### src/rtl/branch_resolver.sv
// Branch resolution unit for SIMPLE-16: latches SZCV flags, evaluates branch
// conditions (holding a branch while flags are pending) and registers taken/target.
module branch_resolver #(
  parameter int ADDR_W = 16,
  parameter int DISP_W = 8
) (
  input  logic              clk,
  input  logic              rst_n,
  input  logic [3:0]        szcv_in,
  input  logic              flag_we,
  input  logic              flag_pend,
  input  logic              br_valid,
  output logic              br_ready,
  input  logic              br_uncond,
  input  logic [2:0]        br_cond,
  input  logic [ADDR_W-1:0] br_pc,
  input  logic [DISP_W-1:0] br_d,
  input  logic              flush,
  output logic              res_valid,
  output logic              res_taken,
  output logic [ADDR_W-1:0] res_target,
  output logic [3:0]        flags
);

  typedef enum logic [0:0] {S_IDLE, S_WAIT} state_t;

  state_t state, state_nxt;

  // Captured branch while waiting for its flags
  logic              uncond_p0;
  logic [2:0]        cond_p0;
  logic [ADDR_W-1:0] pc_p0;
  logic [DISP_W-1:0] d_p0;

  // Registered result
  logic              vld_p1;
  logic              taken_p1;
  logic [ADDR_W-1:0] target_p1;

  logic [3:0]        eff_flags;
  logic              resolve;
  logic              capture;
  logic              sel_uncond;
  logic [2:0]        sel_cond;
  logic [ADDR_W-1:0] sel_pc;
  logic [DISP_W-1:0] sel_d;
  logic [3:0]        sel_f;

  function automatic logic cond_met(input logic uncond, input logic [2:0] cond,
                                    input logic s, input logic z, input logic v);
    logic r;
    if (uncond) begin
      r = 1'b1;
    end else begin
      case (cond)
        3'b000:  r = z;
        3'b001:  r = s ^ v;
        3'b010:  r = z | (s ^ v);
        3'b011:  r = ~z;
        default: r = 1'b0;
      endcase
    end
    return r;
  endfunction

  function automatic logic [ADDR_W-1:0] branch_target(input logic [ADDR_W-1:0] pc,
                                                      input logic signed [DISP_W-1:0] d);
    logic signed [ADDR_W-1:0] d_ext;
    d_ext = ADDR_W'(d);
    return pc + ADDR_W'(1) + $unsigned(d_ext);
  endfunction

  assign eff_flags = flag_we ? szcv_in : flags;
  assign br_ready  = (state == S_IDLE);

  always_comb begin
    state_nxt  = state;
    resolve    = 1'b0;
    capture    = 1'b0;
    sel_uncond = br_uncond;
    sel_cond   = br_cond;
    sel_pc     = br_pc;
    sel_d      = br_d;
    sel_f      = eff_flags;
    case (state)
      S_IDLE: begin
        if (br_valid && !flush) begin
          if (br_uncond || !flag_pend || flag_we) begin
            resolve = 1'b1;
          end else begin
            capture   = 1'b1;
            state_nxt = S_WAIT;
          end
        end
      end
      S_WAIT: begin
        sel_uncond = uncond_p0;
        sel_cond   = cond_p0;
        sel_pc     = pc_p0;
        sel_d      = d_p0;
        sel_f      = szcv_in;
        if (flush) begin
          state_nxt = S_IDLE;
        end else if (flag_we) begin
          resolve   = 1'b1;
          state_nxt = S_IDLE;
        end
      end
      default: state_nxt = S_IDLE;
    endcase
  end

  always_ff @(posedge clk) begin
    if (!rst_n) begin
      state <= S_IDLE;
    end else begin
      state <= state_nxt;
    end
  end

  always_ff @(posedge clk) begin
    if (!rst_n) begin
      flags <= 4'b0000;
    end else if (flag_we) begin
      flags <= szcv_in;
    end
  end

  // Stage p0: hold the branch fields while its flags are still in flight
  always_ff @(posedge clk) begin
    if (capture) begin
      uncond_p0 <= br_uncond;
      cond_p0   <= br_cond;
      pc_p0     <= br_pc;
      d_p0      <= br_d;
    end
  end

  // Stage p1: registered result, fields held between pulses
  always_ff @(posedge clk) begin
    if (!rst_n) begin
      vld_p1    <= 1'b0;
      taken_p1  <= 1'b0;
      target_p1 <= '0;
    end else begin
      vld_p1 <= resolve;
      if (resolve) begin
        taken_p1  <= cond_met(sel_uncond, sel_cond, sel_f[3], sel_f[2], sel_f[0]);
        target_p1 <= branch_target(sel_pc, sel_d);
      end
    end
  end

  assign res_valid  = vld_p1;
  assign res_taken  = taken_p1;
  assign res_target = target_p1;

endmodule
### config.mk
export PLATFORM = sky130hd
export DESIGN_NAME = branch_resolver
export DESIGN_NICKNAME = d
export VERILOG_FILES = /design/src/rtl/branch_resolver.sv
export SDC_FILE = /design/constraint.sdc
export NUM_CORES = 1
export LEC_CHECK = 0
export CAP_MARGIN = 25
export CORE_ASPECT_RATIO = 0.6
export CORE_UTILIZATION = 46
export DETAILED_ROUTE_END_ITERATION = 10
export GPL_ROUTABILITY_DRIVEN = 0
export PLACE_DENSITY = 0.8
export SYNTH_ARGS = -nofsm -noshare
export SYNTH_HDL_FRONTEND = slang
export SYNTH_SLANG_ARGS = --single-unit
### constraint.sdc
create_clock -name clk -period 4.7 [get_ports clk]
set_clock_uncertainty 0.05 [all_clocks]
set_input_delay 1.175 -clock clk [delete_from_list [all_inputs] [get_ports clk]]
set_output_delay 1.175 -clock clk [all_outputs]
set_load 0.005 [all_outputs]
Yosys cells after proc, flatten, opt, wreduce, memory -nomap -nowiden
Cells that the tools add are included.
- add/subtract/negate cells: 2
- eq/ne operators: 3
- mux-type cells: 19
- bitwise logic cells: 4
- reduce and logical (&&, ||, !) cells: 6
- operator list (kind ; number):
    16-bit by 1-bit adder with 16-bit output, second input constant ; 1
    16-bit adder ; 1
    16-bit 2-to-1 mux ; 1
    1-bit 2-to-1 mux ; 11
    4-bit 2-to-1 mux ; 2
    8-bit 2-to-1 mux ; 1
    3-bit by 2-bit == test with 1-bit output, second input constant ; 2
    1-bit one-hot mux with 2 select lines ; 2
    1-bit one-hot mux with 4 select lines ; 1
    3-bit by 1-bit == test with 1-bit output, second input constant ; 1
    3-bit zero test ; 1
    3-bit 2-to-1 mux ; 1
    1-bit zero test ; 2
    1-bit logical OR ; 2
    1-bit inverter ; 2
    1-bit logical AND ; 1
    1-bit OR ; 1
    1-bit bitwise XOR ; 1
- flip-flop bits (word level): 51
- output and inout port bits: 23

Longest topological paths before layout
- depth after elaboration: 6
- mapped depth: 11
- mapped depth without buffers: 9

Worst setup path after synthesis
No wires, ideal clock.
- path type: in2reg
- start: in flag_we
- end: reg cond_p0[0] (enable)
- arrival: 4.156 ns
- data required time: 4.166 ns
- path slack: 0.010 ns
- stages: 2
- buffers on the path: 1
- path through: buf_4 -> nor4_1
- longest elaborated chain between the ends: 4
- ends and longest elaborated chain (item ; RTL line ; RTL):
    from (decl) ; 10 ; input logic flag_we,
    1-bit logical OR ; 88 ; if (br_uncond || !flag_pend || flag_we) begin
    1-bit 2-to-1 mux ; 88 ;
    1-bit 2-to-1 mux ; 87 ; if (br_valid && !flush) begin
    1-bit 2-to-1 mux ; 85 ; case (state)
    net capture ; 42 ; logic capture;
    to (signal assigned) ; 133 ; cond_p0 <= br_cond;
    to (decl) ; 31 ; logic [2:0] cond_p0;
The timed path passes the listed nets, and every way through them passes these cells.
A chain may end at the register's enable or synchronous reset.

Worst setup path in the final report
- start: in br_pc[0]
- end: reg target_p1[14], in the netlist res_target[14]
- longest elaborated chain between the ends: 3
- ends and longest elaborated chain (item ; RTL line ; RTL):
    from (decl) ; 16 ; input logic [ADDR_W-1:0] br_pc,
    16-bit 2-to-1 mux ; 85 ;
    16-bit by 1-bit adder with 16-bit output ; 70 ; return pc + ADDR_W'(1) + $unsigned(d_ext);
    16-bit adder ; 70 ;
    to (signal assigned) ; 149 ; target_p1 <= branch_target(sel_pc, sel_d);
    to (decl) ; 38 ; logic [ADDR_W-1:0] target_p1;
No other way between the ends.

==> summary.md <==
| Metric | Value |
|---|---|
| Status | complete, no violations |
| Core area | 0.00575 mm^2 |
| Hold_buf cts | 0 |
| Power Total | 0.000983 W |
| Hold_sp | res_target[3]$_SDFFE_PN0P_ |
| Critical path class | input pin to register |
| Largest net degree at the start of global routing | 19 |
| Initial antenna violation count | 0 |
| Residual DRC count | 0 |
| Die width | 103 um |
| GRT Residual Overflow | 0 |
| CP dominant cell by count | a21oi_1 |
| Crit path buffers/inverters | 1 |
| Mapped Cells | 274 |
| Routed wire per std cell | 15.5 um |
| Worst-Skew Late Latency | 300 ps |
| Mapped Area | 0.00283 mm^2 |
| Routed Antenna Nets | 0 |
| Detail Placement HPWL | 4920 um |
| Layout area overhead | 27.3% |
| CTS max path bufs | 2 |
| Clock transition at path regs | 100 ps |
| NumNets Final | 387 |
| WHS Endpoint | res_target[3]$_SDFFE_PN0P_ |
| Avg Inst Size Synth | 10.3 um^2 |
| Hold Vio Cnt, Final | 0 |
| Synth cell types | 43 |
| Top Usage Layer GRT | met2 |
| Pwr dens | 273 mW/mm^2 |
| Initial DRT Pass Iterations | 4 |
| Final wirelength | 6400 um |
| M1 GR Usage | 0.288 |
| CTS tree | built |
| Number of clock sinks | 51 |
| Die Y | 62.7 um |
| FF-to-FF End | res_target[15]$_SDFFE_PN0P_ |
| Final Util | 0.626 |
| R2R Setup Slk | 1290 ps |
| RSZ-0062 raised after global routing | no |
| Post-CTS setup buffers | 0 |
| Ys async rst share | 0 |
| Post_cts resized | 0 |
| Most frequent cells in the layout | clkdlybuf4s50_1, edfxtp_1, dfxtp_1, nand2_1, a21oi_1 |
| Pins Over Slew Limit | 0 |
| Total number of vias | 2330 |
| CP endpoint kind | register |
| Hold depth | 2 |
| Seq cells post-synth | 51 |
| Global Route met2 Usage | 0.292 |
| Met3 Use GR | 0.0459 |
| Worst setup path startpoint | br_pc[0] |
| FF-to-FF path depth | 9 |
| Vias in the first global route | 2112 |
| Die ar. | 0.00647 mm^2 |
| DR iter-0 viols | 146 |
| Most common cell after layout, fill and taps aside | clkdlybuf4s50_1 |
| Row count | 21 |
| Critical path peak fanout | 3 |
| Min Tclk post-route | 3550 ps |
| Final setup fails | 0 |
| Root buffer cell | clkbuf_8 |
| Max stage delay on crit path | 510 ps |
| Headroom to the max-slew limit | 0.560 |
| Hold Crit Class | register to register |
| Worst path slowest cell | clkdlybuf4s50_1 |
| # fillers | 474 |
| Cell family with most CP delay | simple AND/OR/NAND/NOR gates |
| Fmax | 282 MHz |
| Initial Util | 0.491 |
| Antenna diodes | 0 |
| I/O Pins | 61 |
| Tightest Pin Transition | 659 ps |
| WP data arrival | 3750 ps |
| Num CTS Buffers | 5 |
| Crit-path cells | clkdlybuf4s50_1 > mux2i_1 > ha_1 > fa_1 > nand2b_1 > a21oi_1 > a21oi_1 > and4_1 > or3_1 > nand3_1 |
| Tcrit/Tclk final | 0.755 |
| Syn Nets | 328 |
| H-tree levels | 2 |
| Predominant post-synthesis flop cell | edfxtp_1 |
| GRT Resource Usage Total | 0.197 |
| Critical Path RT | 4900 ps |
| Critical R2R Launch | state$_SDFF_PN0_ |
| Max VDD drop | 0.184 mV |
| Share of layout cells above drive strength 1 | 0.0988 |
| Post-synth EDFFs | 28 |
| Global-route wire length before repair | 9860 um |
| CP Launch Type | input pin |
| Final setup TNS | 0 ps |
| I/O Buffers | 60 |
| Max-cap violation count | 0 |
| Seq/Total Area, Yosys | 0.460 |
| Warnings from Yosys | 0 |
| Vias per inst | 5.63 |
| Leak | 1.29 nW |
## tightest hold or removal path: stages (launching register included)
cell and delay [ps]:
dfxtp_1 320, nand2_1 50, a21oi_1 50
## kinds of logic after synthesis
logic type	Yosys count	synth area share
flip-flops	51	0.460
buffers and inverters	23	0.0350
adder cells (fa/ha/maj)	16	0.0735
XOR/XNOR	10	0.0310
multiplexers	28	0.108
AND/OR/NAND/NOR	76	0.134
AO/OA/AOI/OAI	70	0.159
## metrics by stage
step,cell area (um^2),setup WS [ps],hold slack [ps],std cells
2_1_floorplan,2830,10.4,398,274
3_3_place_gp,3510,897,401,406
3_5_place_dp,3510,912,401,406
4_1_cts,3600,1220,415,414
5_1_grt,3600,1070,441,414
6_report,3600,1150,410,414
## flip-flops by register name, summed over array words and instances, names as in the netlist, named ones only
register	flops
uncond_p0	1
d_p0	8
cond_p0	3
res_valid	1
pc_p0	16
state	1
flags	3
res_target	16
res_taken	1
## layout make-up
class                   count  area [um^2]  share of cell area
clock buffers               5         68.8              0.0191
clock inverters             3         20.0             0.00556
inverters                  11         41.3              0.0115
multi-input cells         200         1440               0.400
flip-flops and latches     51         1300               0.361
well taps                  80          100              0.0278
repair buffers             64          631               0.175
## power by group
part           switching, W  total (W)  internal (W)  leakage, nW
registers        0.00000930   0.000496      0.000486        0.441
logic              0.000114   0.000233      0.000119        0.802
clock network      0.000150   0.000254      0.000104       0.0418
total              0.000274   0.000983      0.000710         1.29
## metal layers
layer	up-vias	wire, um
met3	9	491
met5	-	0
li1	1140	-
met4	0	77
met2	93	2690
met1	1088	3140
## Yosys cell counts (3+ instances only)
library cell / count / area [um^2]
nand3_1: 10 / 50.1
mux2i_1: 8 / 80.1
dfxtp_1: 23 / 460
nand2b_1: 5 / 31.3
ha_1: 15 / 188
mux2_2: 20 / 225
a21o_1: 3 / 22.5
a2111oi_0: 3 / 26.3
clkbuf_1: 8 / 30.0
inv_1: 11 / 41.3
o21a_1: 3 / 22.5
or3_1: 5 / 31.3
nor2_1: 18 / 67.6
xnor2_1: 9 / 78.8
nor3_1: 3 / 15.0
a211oi_1: 4 / 30.0
o211ai_1: 7 / 52.6
nand2_1: 21 / 78.8
edfxtp_1: 28 / 841
o2111ai_1: 3 / 26.3
a21oi_1: 21 / 105
a31oi_1: 5 / 31.3
and4_1: 3 / 26.3
o21ai_0: 13 / 65.1
## how the worst max path moves through the flow
stage / endpoint / slack, ps / cells after the start
finish: res_target[14]$_SDFFE_PN0P_ / 1150 / 10
global route: res_target[15]$_SDFFE_PN0P_ / 1070 / 9
CTS: res_target[14]$_SDFFE_PN0P_ / 1220 / 10
detailed placement: res_target[14]$_SDFFE_PN0P_ / 910 / 10
global placement: res_target[14]$_SDFFE_PN0P_ / 900 / 10
floorplan: cond_p0[0]$_DFFE_PP_ / 10 / 2
(Power assumes the default switching activity.)
